## src/rtl/pio_fifo.sv

```systemverilog
// Show-ahead synchronous FIFO between the host and one PIO machine; join_en doubles capacity.
// Define PIO_FIFO_STICKY_EN to add sticky overflow/underflow flags with a clr_sticky input.
module pio_fifo #(
    parameter int WIDTH = 32,
    parameter int DEPTH = 4
) (
    input  logic                        clk,
    input  logic                        reset,
    input  logic                        join_en,
    input  logic                        flush,
    input  logic                        push,
    input  logic [WIDTH-1:0]            din,
    input  logic                        pull,
    output logic [WIDTH-1:0]            dout,
    output logic                        empty,
    output logic                        full,
    output logic [$clog2(2*DEPTH):0]    level
`ifdef PIO_FIFO_STICKY_EN
    ,
    input  logic                        clr_sticky,
    output logic                        overflow,
    output logic                        underflow
`endif
);

    localparam int PW = $clog2(2*DEPTH);
    localparam int LW = PW + 1;
    localparam logic [PW-1:0] LAST_J = PW'(2*DEPTH - 1);
    localparam logic [PW-1:0] LAST_N = PW'(DEPTH - 1);

    logic [WIDTH-1:0] mem [2*DEPTH];
    logic [PW-1:0]    wr_ptr;
    logic [PW-1:0]    rd_ptr;
    logic [LW-1:0]    level_q;
    logic             join_q;
    logic [LW-1:0]    cap;
    logic             clear;
    logic             push_acc;
    logic             pull_acc;

    // Pointers wrap at the current capacity, not at the physical array size.
    function automatic logic [PW-1:0] ptr_inc(input logic [PW-1:0] p, input logic jn);
        return (p == (jn ? LAST_J : LAST_N)) ? '0 : p + PW'(1);
    endfunction

    always_comb begin
        cap      = join_q ? LW'(2*DEPTH) : LW'(DEPTH);
        empty    = (level_q == '0);
        full     = (level_q == cap);
        clear    = flush | (join_en != join_q);
        push_acc = push & (~full | pull) & ~clear;
        pull_acc = pull & ~empty & ~clear;
        level    = level_q;
        dout     = (level_q != '0) ? mem[rd_ptr] : '0;
    end

    always_ff @(posedge clk or negedge reset) begin
        if (!reset) begin
            wr_ptr  <= '0;
            rd_ptr  <= '0;
            level_q <= '0;
            join_q  <= 1'b0;
        end else begin
            join_q <= join_en;
            if (clear) begin
                wr_ptr  <= '0;
                rd_ptr  <= '0;
                level_q <= '0;
            end else begin
                if (push_acc) wr_ptr <= ptr_inc(wr_ptr, join_q);
                if (pull_acc) rd_ptr <= ptr_inc(rd_ptr, join_q);
                unique case ({push_acc, pull_acc})
                    2'b10:   level_q <= level_q + LW'(1);
                    2'b01:   level_q <= level_q - LW'(1);
                    default: level_q <= level_q;
                endcase
            end
        end
    end

    // Storage is data only and carries no reset.
    always_ff @(posedge clk) begin
        if (push_acc) mem[wr_ptr] <= din;
    end

`ifdef PIO_FIFO_STICKY_EN
    logic ovf_q;
    logic unf_q;

    always_ff @(posedge clk or negedge reset) begin
        if (!reset) begin
            ovf_q <= 1'b0;
            unf_q <= 1'b0;
        end else if (clear) begin
            ovf_q <= 1'b0;
            unf_q <= 1'b0;
        end else begin
            if (push & ~push_acc) ovf_q <= 1'b1;
            else if (clr_sticky)  ovf_q <= 1'b0;
            if (pull & ~pull_acc) unf_q <= 1'b1;
            else if (clr_sticky)  unf_q <= 1'b0;
        end
    end

    assign overflow  = ovf_q;
    assign underflow = unf_q;
`endif

endmodule

```

## config.mk

```make
export PLATFORM = sky130hd
export DESIGN_NAME = pio_fifo
export DESIGN_NICKNAME = d
export VERILOG_FILES = /design/src/rtl/pio_fifo.sv
export SDC_FILE = /design/constraint.sdc
export NUM_CORES = 1
export LEC_CHECK = 0
export CORE_MARGIN = 3
export CORE_UTILIZATION = 55
export DETAILED_ROUTE_END_ITERATION = 10
export HOLD_SLACK_MARGIN = 0.12
export PLACE_DENSITY = 0.75
export SETUP_SLACK_MARGIN = 0.05
export SYNTH_ARGS = -nofsm -noshare
export SYNTH_HDL_FRONTEND = slang
export SYNTH_SLANG_ARGS = --single-unit
```

## constraint.sdc

```tcl
create_clock -name clk -period 7 [get_ports clk]
set_clock_uncertainty 0.15 [all_clocks]
set_input_delay 0.7 -clock clk [delete_from_list [all_inputs] [get_ports clk]]
set_output_delay 0.7 -clock clk [all_outputs]
set_load 0.05 [all_outputs]
```

==> flow_summary_export.csv <==
group,metric,value,unit
status,outcome,"finished, final reports clean",
timing,report.final.slew_viol_count,0,
timing,fin_crit,4.539,ns
worst_setup_path,crit_fanout,40,
yosys,synth-async-reset-ratio,0.04120,
floorplan,start_util,0.5621,
placed_design,port_buffers,75,
yosys,synth_top_cell_by_area,"edfxtp_1",
cts,cts-root-buf,"clkbuf_16",
run,maxCapViolations,0,
final_layout,fillers,1230,
yosys,yosysUniqueCellTypes,43,
yosys,syn_nets,552,
worst_hold_path,hp-class,"primary input to asynchronous set/reset pin",
cts,cts-resized-gates,0,
global_route,grt_pass1_vias,5477,
final_layout,drive_gt1_frac,0.2138,
yosys,synthCells,510,
yosys,yosysSeqAreaShare,0.7522,
routing,drt_iter0_drc,414,
cts,numClockSinks,267,
worst_setup_path,crit_type,"register to primary output",
yosys,yosysMostFrequentCell,"edfxtp_1",
timing,setup_viol,0,
timing,grt_setup_unrepaired,"false",
timing,max_freq,220.3,MHz
timing,setup_tns,0,ns
yosys,synthesis.area,10590,um^2
yosys,synth_common_cells,"256 x edfxtp_1, 64 x mux4_2, 38 x nor2_1",
cts,htreeDepth,1,
routing,ant_nets,0,
floorplan,die_y,144.7,um
yosys,postSynthAreaPerCell,20.76,um^2
cts,cts_made_buffers,27,
worst_setup_path,crit_path_end_kind,"primary output",
cts,clkTransAtPathRegs,0.06,ns
global_route,grt_use_total,0.2069,
power_and_ir_drop,p_leak,0.003854,uW
cts,cts_hold_buf,0,
routing,via_count,5234,
placed_design,place_area,11680,um^2
routing,dr.pass1.iters,5,
routing,wl,21200,um
placed_design,gp_congestion,0.8070,
yosys,synth_edf_count,256,
global_route,grt_max_degree,41,
worst_setup_path,critPathRequiredTime,6.15,ns
final_layout,syn_to_final_growth,18.01,%
timing,hold_violations,0,
floorplan,core-area,18830,um^2
yosys,yosysWarnings,0,
floorplan,die_x,144.7,um
global_route,grt_first_pass_wirelength,32180,um
routing,avgRoutedWirePerCell,24.01,um
yosys,synth_seq_cells,267,
worst_setup_path,startpoint_type,"register",
global_route,antenna_found_initial,1,
timing,finalCritPeriodShare,0.6484,
routing,drc_errors,0,
power_and_ir_drop,vdd_drop_max,0.0002092,V
worst_setup_path,worstPathArrival,3.69,ns
cts,cts_tree,"done",
floorplan,ios,76,
power_and_ir_drop,power.density,263.3,nW/um^2
routing,drt-met1-wl,8408,um
placed_design,dpl.hpwl,11580,um
power_and_ir_drop,clkPwrFrac,0.399,
final_layout,nNetsFinal,643,
routing,topRoutingLayerUsed,"met4",
cts,post_cts_buffers,0,
power_and_ir_drop,seqPwrFrac,0.539,
routing,wl_met2,10850,um
final_layout,final_area,12490,um^2
yosys,synth_top_area_frac,0.7262,
routing,viasPerCell,5.928,
floorplan,rows,50,
power_and_ir_drop,p_switching,706.6,uW
floorplan,dieArea,20950,um^2
routing,wl_met3,1379,um
global_route,overflow,0,
yosys,synthFlopType,"edfxtp_1",
yosys,synth_area_leaders,"edfxtp_1 73%, mux4_2 14%, mux2i_1 3.3%",
cts,clock_latency,0.53,ns
cts,ctsLongestPathBuffers,3,
timing,slew_headroom,0.3499,
power_and_ir_drop,intPower,2582,uW
power_and_ir_drop,combPwrFrac,0.062,
power_and_ir_drop,swShare,0.2149,
timing,worstMarginPinSlew,0.9699,ns
## metal layers
layer / vias to the layer above / GRT usage
met1: 2716 / 0.2882
li1: 2281 / -
met4: 0 / 0.06529
met3: 38 / 0.03188
met2: 199 / 0.3446
met5: - / 0
## critical path, cell delays in order, from the launching register on
cell             delay [ns]
dfrtp_4                0.95
buf_4                  0.60
mux4_2                 0.59
mux2i_1                0.18
nor2_1                 0.07
clkdlybuf4s50_1        0.73
## metrics by stage
step           hold WS, ns  setup WS (ns)  total power (uW)  cells  utilization
3_3_place_gp        0.4743          2.922              2005    832       0.6202
2_1_floorplan       0.2544          1.742              1924    510            -
5_1_grt             0.3926          2.172              3394    883       0.6634
4_1_cts             0.3794          2.346              3313    882       0.6633
3_5_place_dp        0.4826          2.939              2010    832       0.6202
6_report            0.3804          2.461              3289    883       0.6634
## state kept, by name (all words and copies together), names as in the netlist
signal	cells
rd_ptr	3
mem	256
level	4
join_q	1
wr_ptr	3
## cells in the final DEF (no fill, tap or decap), drive strengths merged, types with 3 or more instances in the layout
cell type,Yosys,final
a21oi,7,7
buf,17,15
clkbuf,11,31
clkdlybuf4s50,0,75
clkinv,1,17
dfrtp,11,11
edfxtp,256,256
ha,4,4
mux2i,35,35
mux4,64,64
nand2,7,7
nand2b,3,3
nand3,7,7
nand3b,3,3
nor2,38,38
nor3,6,6
nor4,3,3
o211ai,4,4
o21a,3,3
o21ai,6,6
or3,3,3
xnor2,3,3
## kinds of logic (layout without fill, tap and decap cells)
| family | after synthesis | after routing | share of synthesized area |
|---|---|---|---|
| buffers and inverters | 30 | 142 | 0.01513 |
| flip-flops | 267 | 267 | 0.7522 |
| other | 0 | 1 | 0 |
| XOR/XNOR | 5 | 5 | 0.004138 |
| multiplexers | 99 | 99 | 0.1693 |
| AO/OA/AOI/OAI | 26 | 26 | 0.01773 |
| AND/OR/NAND/NOR | 79 | 79 | 0.03676 |
| adder cells (fa/ha/maj) | 4 | 4 | 0.004728 |
## power by group through the flow
stage,clock [uW],sequential (uW),combinational [uW]
after floorplan,0,1800,120
after global placement,0,1810,199
after detailed placement,0,1810,203
after CTS,1340,1770,204
after global routing,1410,1770,215
final,1310,1770,204
## area by class of cell
type / instances / area, um^2 / area share
repair buffers: 90 / 863.3 / 0.06911
inverters: 2 / 7.507 / 0.0006010
diodes: 1 / 2.502 / 0.0002003
well taps: 260 / 325.3 / 0.02604
clock buffers: 31 / 690.7 / 0.05529
flip-flops and latches: 267 / 7969 / 0.6379
clock inverters: 19 / 120.1 / 0.009615
multi-input cells: 213 / 2514 / 0.2012
## path summary, 6_finish.rpt
path                       slack [ns]          to  depth (start not counted)      start
max reg2reg                      3.54  mem[4][15]                          5     join_q
max in group asynchronous        5.91   rd_ptr[0]                          1      reset
min in group clk                 0.50    level[3]                          2   level[3]
min reg2reg                      0.50    level[3]                          2   level[3]
min                              0.38   wr_ptr[1]                          1      reset
max                              2.46    dout[17]                          5  rd_ptr[0]
(Power assumes the default switching activity.)
